### src/rtl/ik_swift_hps_master_0_p2b_encoder.sv
// ---------------------------------------------------------------------------
// ik_swift_hps_master_0_p2b_encoder
//
// Avalon-ST packets-to-bytes encoder for the FPGA -> host return path.
// Each accepted 8-bit channelised beat is serialised into an escaped byte
// stream using the reserved bytes 0x7A (SOP), 0x7B (EOP), 0x7C (channel)
// and 0x7D (escape). Reserved payload or channel bytes are sent as
// 0x7D followed by the byte XOR 0x20. One beat expands to 1..7 bytes.
// A single beat is buffered, so in_ready backpressures the source.
//
// Handshake: a transfer happens on a rising clk edge when valid and ready
// are both high. The source holds data stable while valid is high and ready
// is low. in_ready may depend combinationally on out_ready; out_valid and
// out_data depend only on registered state.
//
// Parameters
//   CHANNEL_WIDTH  : width of in_channel (1..8). The channel is
//                    zero-extended to 8 bits before it is encoded.
//   ENCODE_CHANNEL : 1 = emit channel sequences; 0 = never emit them.
//
// Ports
//   clk              : clock; all logic is rising-edge.
//   reset            : synchronous, active-high reset.
//   in_ready         : beat accepted when in_valid & in_ready.
//   in_valid         : input beat valid.
//   in_data          : payload byte.
//   in_channel       : channel of the beat.
//   in_startofpacket : first beat of the packet.
//   in_endofpacket   : last beat of the packet.
//   out_ready        : sink accepts out_data when out_valid & out_ready.
//   out_valid        : out_data valid.
//   out_data         : encoded byte.
// ---------------------------------------------------------------------------
module ik_swift_hps_master_0_p2b_encoder #(
    parameter int CHANNEL_WIDTH  = 8,
    parameter bit ENCODE_CHANNEL = 1'b1
) (
    input  logic                     clk,
    input  logic                     reset,
    output logic                     in_ready,
    input  logic                     in_valid,
    input  logic [7:0]               in_data,
    input  logic [CHANNEL_WIDTH-1:0] in_channel,
    input  logic                     in_startofpacket,
    input  logic                     in_endofpacket,
    input  logic                     out_ready,
    output logic                     out_valid,
    output logic [7:0]               out_data
);

    localparam logic [7:0] SOP_BYTE  = 8'h7A;
    localparam logic [7:0] EOP_BYTE  = 8'h7B;
    localparam logic [7:0] CHAN_BYTE = 8'h7C;
    localparam logic [7:0] ESC_BYTE  = 8'h7D;
    localparam logic [7:0] ESC_XOR   = 8'h20;

    // IDLE doubles as "beat buffer empty"; every other state presents a byte.
    typedef enum logic [2:0] {
        IDLE,
        CHAN_CHAR,
        CHAN_ESC,
        CHAN_VAL,
        SOP_CHAR,
        EOP_CHAR,
        DATA_ESC,
        DATA_VAL
    } state_t;

    state_t      state;
    state_t      next_state;
    state_t      first_state;

    logic [7:0]  buf_data;
    logic [7:0]  buf_chan;
    logic        buf_sop;
    logic        buf_eop;
    logic [7:0]  last_channel;
    logic        chan_sent;

    logic [7:0]  chan_ext;
    logic        emit_chan;
    logic        accept;
    logic        advance;
    logic [7:0]  byte_out;

    function automatic logic is_special(input logic [7:0] b);
        return (b >= SOP_BYTE) && (b <= ESC_BYTE);
    endfunction

    // Data element: escape first when the payload is a reserved byte.
    function automatic state_t data_first(input logic [7:0] d);
        return is_special(d) ? DATA_ESC : DATA_VAL;
    endfunction

    // Next element after the SOP marker slot.
    function automatic state_t after_sop(input logic eop, input logic [7:0] d);
        return eop ? EOP_CHAR : data_first(d);
    endfunction

    // Next element after the channel sequence slot.
    function automatic state_t after_chan(input logic sop, input logic eop,
                                          input logic [7:0] d);
        return sop ? SOP_CHAR : after_sop(eop, d);
    endfunction

    always_comb begin
        chan_ext                    = '0;
        chan_ext[CHANNEL_WIDTH-1:0] = in_channel;
    end

    // A channel sequence opens every packet and follows any channel change.
    assign emit_chan = ENCODE_CHANNEL &&
                       (in_startofpacket || !chan_sent || (chan_ext != last_channel));

    // Buffer frees up either when empty or when its final byte leaves now,
    // which lets back-to-back beats stream without a bubble.
    assign in_ready  = !reset && ((state == IDLE) || ((state == DATA_VAL) && out_ready));
    assign accept    = in_valid && in_ready;
    assign advance   = (state != IDLE) && out_ready;

    assign first_state = emit_chan ? CHAN_CHAR
                                   : after_chan(in_startofpacket, in_endofpacket, in_data);

    always_comb begin
        next_state = state;
        case (state)
            IDLE: begin
                if (accept) next_state = first_state;
            end
            CHAN_CHAR: begin
                if (advance) next_state = is_special(buf_chan) ? CHAN_ESC : CHAN_VAL;
            end
            CHAN_ESC: begin
                if (advance) next_state = CHAN_VAL;
            end
            CHAN_VAL: begin
                if (advance) next_state = after_chan(buf_sop, buf_eop, buf_data);
            end
            SOP_CHAR: begin
                if (advance) next_state = after_sop(buf_eop, buf_data);
            end
            EOP_CHAR: begin
                if (advance) next_state = data_first(buf_data);
            end
            DATA_ESC: begin
                if (advance) next_state = DATA_VAL;
            end
            DATA_VAL: begin
                if (advance) next_state = accept ? first_state : IDLE;
            end
            default: next_state = IDLE;
        endcase
    end

    // Output byte is a pure decode of state and the buffered beat.
    always_comb begin
        byte_out = 8'h00;
        case (state)
            IDLE:      byte_out = 8'h00;
            CHAN_CHAR: byte_out = CHAN_BYTE;
            CHAN_ESC:  byte_out = ESC_BYTE;
            CHAN_VAL:  byte_out = is_special(buf_chan) ? (buf_chan ^ ESC_XOR) : buf_chan;
            SOP_CHAR:  byte_out = SOP_BYTE;
            EOP_CHAR:  byte_out = EOP_BYTE;
            DATA_ESC:  byte_out = ESC_BYTE;
            DATA_VAL:  byte_out = is_special(buf_data) ? (buf_data ^ ESC_XOR) : buf_data;
            default:   byte_out = 8'h00;
        endcase
    end

    // Outputs are forced quiet for the whole reset cycle, not just after it.
    assign out_valid = !reset && (state != IDLE);
    assign out_data  = reset ? 8'h00 : byte_out;

    always_ff @(posedge clk) begin
        if (reset) begin
            state        <= IDLE;
            buf_data     <= 8'h00;
            buf_chan     <= 8'h00;
            buf_sop      <= 1'b0;
            buf_eop      <= 1'b0;
            last_channel <= 8'h00;
            chan_sent    <= 1'b0;
        end else begin
            state <= next_state;
            if (accept) begin
                buf_data <= in_data;
                buf_chan <= chan_ext;
                buf_sop  <= in_startofpacket;
                buf_eop  <= in_endofpacket;
                if (emit_chan) begin
                    last_channel <= chan_ext;
                    chan_sent    <= 1'b1;
                end
            end
        end
    end

endmodule

### config.mk
export PLATFORM = sky130hd
export DESIGN_NAME = ik_swift_hps_master_0_p2b_encoder
export DESIGN_NICKNAME = d
export VERILOG_FILES = /design/src/rtl/ik_swift_hps_master_0_p2b_encoder.sv
export SDC_FILE = /design/constraint.sdc
export NUM_CORES = 1
export LEC_CHECK = 0
export BUFFER_PORTS_ARGS = -buffer_cell sky130_fd_sc_hd__buf_4
export CORE_MARGIN = 1
export CORE_UTILIZATION = 55
export DETAILED_ROUTE_END_ITERATION = 6
export PLACE_DENSITY = 0.79
export SYNTH_ARGS = -nofsm -noshare
export SYNTH_HDL_FRONTEND = slang
export SYNTH_SLANG_ARGS = --single-unit
### constraint.sdc
create_clock -name clk -period 2.29 [get_ports clk]
set_input_delay 0.458 -clock clk [delete_from_list [all_inputs] [get_ports clk]]
set_output_delay 0.458 -clock clk [all_outputs]
set_load 0.02 [all_outputs]
==> flow_metrics.tcl, run 1 <==
set metrics [dict create \
    outcome "finished, violations left" \
    violations "DRC" \
    cts_setup_buffers 0 \
    period_share_pct 92.6 \
    p_leak_uw 0.000788 \
    overflow 0 \
    cts_tree "built" \
    synth-simple-area-share_pct 26.9 \
    maxCapViolations 0 \
    synth_nets 237 \
    grt_use_total_pct 26.0 \
    synthTopCellsByArea "dfxtp_1 (36%), nand2_1 (7.1%), xnor2_1 (6.4%)" \
    startpoint "buf_data[6]" \
    n_antenna_cell 0 \
    drc 6 \
    fmax_mhz 471 \
    avgSynthCellArea_um2 7.68 \
    fin_tns_setup_ns 0 \
    die_area_mm2 0.00322 \
    cp_max_fo 3 \
    utilization_pct 70.1 \
    finalWorstSetupSlack_ns 0.169 \
    fill_cells 247 \
    area_growth_pct 19.1 \
    crit_type "reg -> out" \
    slowest_stage "dfxtp_1" \
    relSlewSlack_pct 61.3 \
    grt_pass1_wl_mm 6.47 \
    multiInputGateArea_um2 970 \
    place_congestion 0.803 \
    start_util_pct 58.8 \
    synthCells 215 \
    clock_latency_ns 0.34 \
    grt_pass1_vias 1473 \
    ios 32 \
    crit_path_max_incr_delay_ns 0.37 \
    report.final.slew_viol_count 0 \
    antenna_found_initial 0 \
    cp-end-kind "output port" \
    cts-buffers-inserted 5 \
    tightest_slew_ns 0.576 \
    die_h_um 56.8 \
    clk_path_buf_depth 2 \
    routed_wl_mm 3.64 \
    io_buffers 31 \
    cts_sinks 30 \
    start_kind "register" \
    cellPowerDensity_mw_per_mm2 1030 \
    report.final.hold_viol_count 0 \
    yosysUniqueCellTypes 38 \
    worstHoldStart "in_data[6]" \
    rows 19 \
    synth_xor_area_share_pct 6.37 \
    ys_ff_latch 30 \
    dp_hpwl_mm 2.65 \
    wire_per_inst_um 13.2 \
    crit_family "simple AND/OR/NAND/NOR gates" \
    grt_max_degree 32 \
    core_area_mm2 0.00281 \
    layout-drive-gt1-share_pct 20.8 \
    post-route-min-period_ns 2.12 \
    worst_ep_arrival_time_ns 1.66 \
    r2r-start "state[2]" \
    worstPathCellList "nand4_1, nor3_2, o21ai_0, a21oi_1, nor2_1, buf_4" \
    layout_commonest_cell "buf_4" \
    required_ns 1.83 \
    die-width_um 56.8 \
    rsz0062_at_grt "no" \
    synth_seq_area_share_pct 36.4 \
    final_nets 266 \
    vias 1549 \
    vdd_ir_drop_max_mv 0.509 \
    synth_top_area_share_pct 36.4 \
    worstHoldPathType "in -> reg" \
    yosysWarnings 0 \
    root_buffer "clkbuf_4" \
    viasPerCell 5.61 \
    synth_compound_area_share_pct 19.0 \
    fin_skew_ns 0.00705 \
    drtIter0Drc 76 \
    crit_buf_inv 1 \
    clkTransAtPathRegs_ns 0.09 \
    htree_levels 2 \
    synth_top_family_by_area "simple AND/OR/NAND/NOR gates" \
    first_pass_iters 6 \
    dp_slack_ns 0.372 \
    setup_viol 0 \
    yosysTopAreaCell "dfxtp_1" \
    synth_area_mm2 0.00165 \
    register_area_um2 603 \
    layout_common_cells "buf_4 (33), nand2_1 (31), dfxtp_1 (28), nor2_1 (27), o21ai_0 (18)" \
    synthMuxAreaShare_pct 6.14 \
    hold_slack_ns 0.315 \
    ant_nets 0 \
    synth_adder_area_share_pct 0 \
]
[state kept, by name, indices dropped and copies added (netlist names)]
| signal | flops |
|---|---|
| state | 3 |
| last_channel | 8 |
| buf_chan | 8 |
| buf_eop | 1 |
| buf_sop | 1 |
| buf_data | 8 |
| chan_sent | 1 |
[area by class of cell]
| cell class | count | area share [%] |
|---|---|---|
| multi-input combinational | 166 | 49.3 |
| tap | 31 | 1.97 |
| inverter | 7 | 1.34 |
| clock buffer | 7 | 2.80 |
| timing repair buffer | 34 | 13.6 |
| clock inverter | 1 | 0.255 |
| sequential | 30 | 30.7 |
[layer usage]
layer  track usage (%)  share of wire, %
met5                 0                 0
met4              9.06               1.7
met3              8.53               4.5
met2              40.5                47
met1              33.7                47
[power by group]
group          internal, uW  total [uW]  switching, uW
Sequential              640         780            140
Combinational           408         910            503
Clock                   148         332            183
Total                  1200        2020            826
[synthesized netlist by cell type, drive strengths merged]
cell type,number
nand2,31
dfxtp,30
nor2,28
o21ai,20
nand2b,16
xnor2,12
a21oi,11
mux2i,9
nor3,8
buf,7
inv,7
clkbuf,5
nand4,4
o31ai,4
o211ai,3
a22oi,2
nand3,2
a211oi,1
a21bo,1
a2bb2oi,1
a311oi,1
a31o,1
a31oi,1
and2,1
and2b,1
and4,1
mux2,1
nand3b,1
nand4b,1
nor2b,1
o21a,1
o21ba,1
o2bb2ai,1
[cell families after synthesis]
family | after synthesis
flops | 30
mux | 10
buf+inv | 19
simple gates | 95
compound gates | 49
xor+xnor | 12
[tightest hold or removal path, cell delays in order]
cell and delay (ns):
buf_4 0.08, nand2_1 0.03, o21ai_0 0.05
[what timing repair did]
action                                  4_1_cts  5_1_grt
endpoints found under the hold margin         0        0
endpoints found under the setup margin        0        5
hold buffers                                  0        0
resized for setup                             0        3
[final timing paths]
kind / to / slack [ns] / cells past startpoint
worst max register to register: last_channel[5] / 0.50 / 5
worst max-delay path: out_data[5] / 0.17 / 6
worst min-delay path: buf_data[6] / 0.32 / 3
worst min register to register: chan_sent / 0.46 / 2
[metrics by stage]
stage	instance area (um^2)	std cells	power [uW]
after floorplan	1650	215	1430
after global placement	1900	268	1680
after detailed placement	1900	268	1690
after CTS	1960	276	2020
after global routing	1970	276	2170
final	1970	276	2020
Power figures use the tool's default switching activity.
==> run 2: changes to the inputs <==
--- a/config.mk
+++ b/config.mk
@@ -10,6 +10,7 @@
 export CORE_UTILIZATION = 55
 export DETAILED_ROUTE_END_ITERATION = 6
 export PLACE_DENSITY = 0.79
+export RECOVER_POWER = 25
 export SYNTH_ARGS = -nofsm -noshare
 export SYNTH_HDL_FRONTEND = slang
 export SYNTH_SLANG_ARGS = --single-unit
==> run 2 against run 1 <==
Effect of this change: the run still ends with DRC left; clock-buffer cell count did not move; clock skew barely moved; power barely moved; combinational power barely moved; final cell count did not move; first-iteration DRC count rose by 5.3%; worst hold slack barely moved; core utilization barely moved; clock power barely moved; maximum frequency fell by 0.13%; die area did not move.
==> flow_metrics.tcl, run 2 (synthesis results as in run 1) <==
set metrics [dict create \
    worst_ep_arrival_time_ns 1.67 \
    power.total_uw 2020 \
    grt_pass1_wl_mm 6.47 \
    cts_tree "built" \
    vias 1545 \
    power_switching_uw 826 \
    crit_type "reg -> out" \
    cp-end-kind "output port" \
    layout_commonest_cell "buf_4" \
    clk_path_buf_depth 2 \
    p_sw_share_pct 40.9 \
    rsz0062_at_grt "no" \
    grt_max_degree 32 \
    fin_skew_ns 0.00685 \
    die_area_mm2 0.00322 \
    core_area_mm2 0.00281 \
    io_buffers 31 \
    start_util_pct 58.8 \
    drtIter0Drc 80 \
    violations "DRC" \
    ios 32 \
    tightest_slew_ns 0.575 \
    fmax_mhz 471 \
    cp_max_fo 3 \
    p_leak_uw 0.000787 \
    htree_levels 2 \
    dp_hpwl_mm 2.65 \
    p_int_uw 1190 \
    routed_wl_mm 3.64 \
    die-width_um 56.8 \
    period_share_pct 92.7 \
    post-route-min-period_ns 2.12 \
    worstHoldPathType "in -> reg" \
    layout-drive-gt1-share_pct 20.4 \
    layout_common_cells "buf_4 (33), nand2_1 (31), dfxtp_1 (28), nor2_1 (27), o21ai_0 (18)" \
    die_h_um 56.8 \
    drc 6 \
    combPwrFrac_pct 45.0 \
    antenna_found_initial 0 \
    report.final.hold_viol_count 0 \
    reg.largest.list "buf_chan (8), buf_data (8), last_channel (8)" \
    vdd_ir_drop_max_mv 0.509 \
    clkTransAtPathRegs_ns 0.09 \
    outcome "finished, violations left" \
    p_clk_share_pct 16.4 \
    grt_use_total_pct 26.0 \
    clock_latency_ns 0.34 \
    rows 19 \
    overflow 0 \
    viasPerCell 5.60 \
    ant_nets 0 \
    required_ns 1.83 \
    relSlewSlack_pct 61.4 \
    wire_per_inst_um 13.2 \
    cts_setup_buffers 0 \
    first_pass_iters 6 \
    ctsHoldBuffers 0 \
    cts_sinks 30 \
    cts-buffers-inserted 5 \
    maxCapViolations 0 \
    n_antenna_cell 0 \
    root_buffer "clkbuf_4" \
    p_seq_share_pct 38.6 \
    report.final.slew_viol_count 0 \
    place_congestion 0.803 \
    ctsResizeCount 0 \
    area_growth_pct 19.0 \
    final_nets 266 \
    fin_tns_setup_ns 0 \
    start_kind "register" \
    cellPowerDensity_mw_per_mm2 1030 \
    setup_viol 0 \
    grt_pass1_vias 1473 \
]
## run 2: power groups by stage
stage | Clock [uW] | Combinational, uW | Sequential (uW)
after floorplan | 0 | 720 | 706
after global placement | 0 | 903 | 778
after detailed placement | 0 | 907 | 781
after CTS | 338 | 910 | 771
after global routing | 361 | 1000 | 800
final | 332 | 909 | 780
## run 2: critical path: stages (launching register included)
cell,delay (ns)
dfxtp_1,0.37
nand4_1,0.15
nor3_2,0.28
o21ai_0,0.12
a21oi_1,0.18
nor2_1,0.06
buf_4,0.16
## run 2: routing by layer
metal | track usage [%] | wire [um] | share of wire (%) | up-vias
met2 | 40.5 | 1700 | 47 | 35
li1 | - | - | - | 789
met4 | 9.06 | 61 | 1.7 | 0
met1 | 33.7 | 1710 | 47 | 713
met3 | 8.53 | 166 | 4.6 | 8
met5 | 0 | 0 | 0 | -
## run 2: area by class of cell
type	count	area, um^2
multi-input combinational	166	968
fill	245	841
sequential	30	603
timing repair buffer	34	268
clock buffer	7	55.1
tap	31	38.8
inverter	7	26.3
clock inverter	1	5.00
## run 2: worst paths after layout
kind	from	to	slack, ns	cells after the start
worst max-delay path	buf_data[6]	out_data[5]	0.17	6
worst max register to register	state[2]	last_channel[5]	0.30	5
worst min-delay path	in_data[6]	buf_data[6]	0.32	3
worst min register to register	chan_sent	chan_sent	0.46	2
## run 2: through the flow
step | setup slack (ns) | util, % | cells | instance area [um^2] | hold WS, ns
2_1_floorplan | 0.487 | - | 215 | 1650 | 0.422
3_3_place_gp | 0.341 | 67.7 | 268 | 1900 | 0.443
5_1_grt | 0.0523 | 70.0 | 276 | 1960 | 0.323
6_report | 0.166 | 70.0 | 276 | 1960 | 0.315
4_1_cts | 0.0514 | 69.8 | 276 | 1960 | 0.310
3_5_place_dp | 0.372 | 67.7 | 268 | 1900 | 0.450
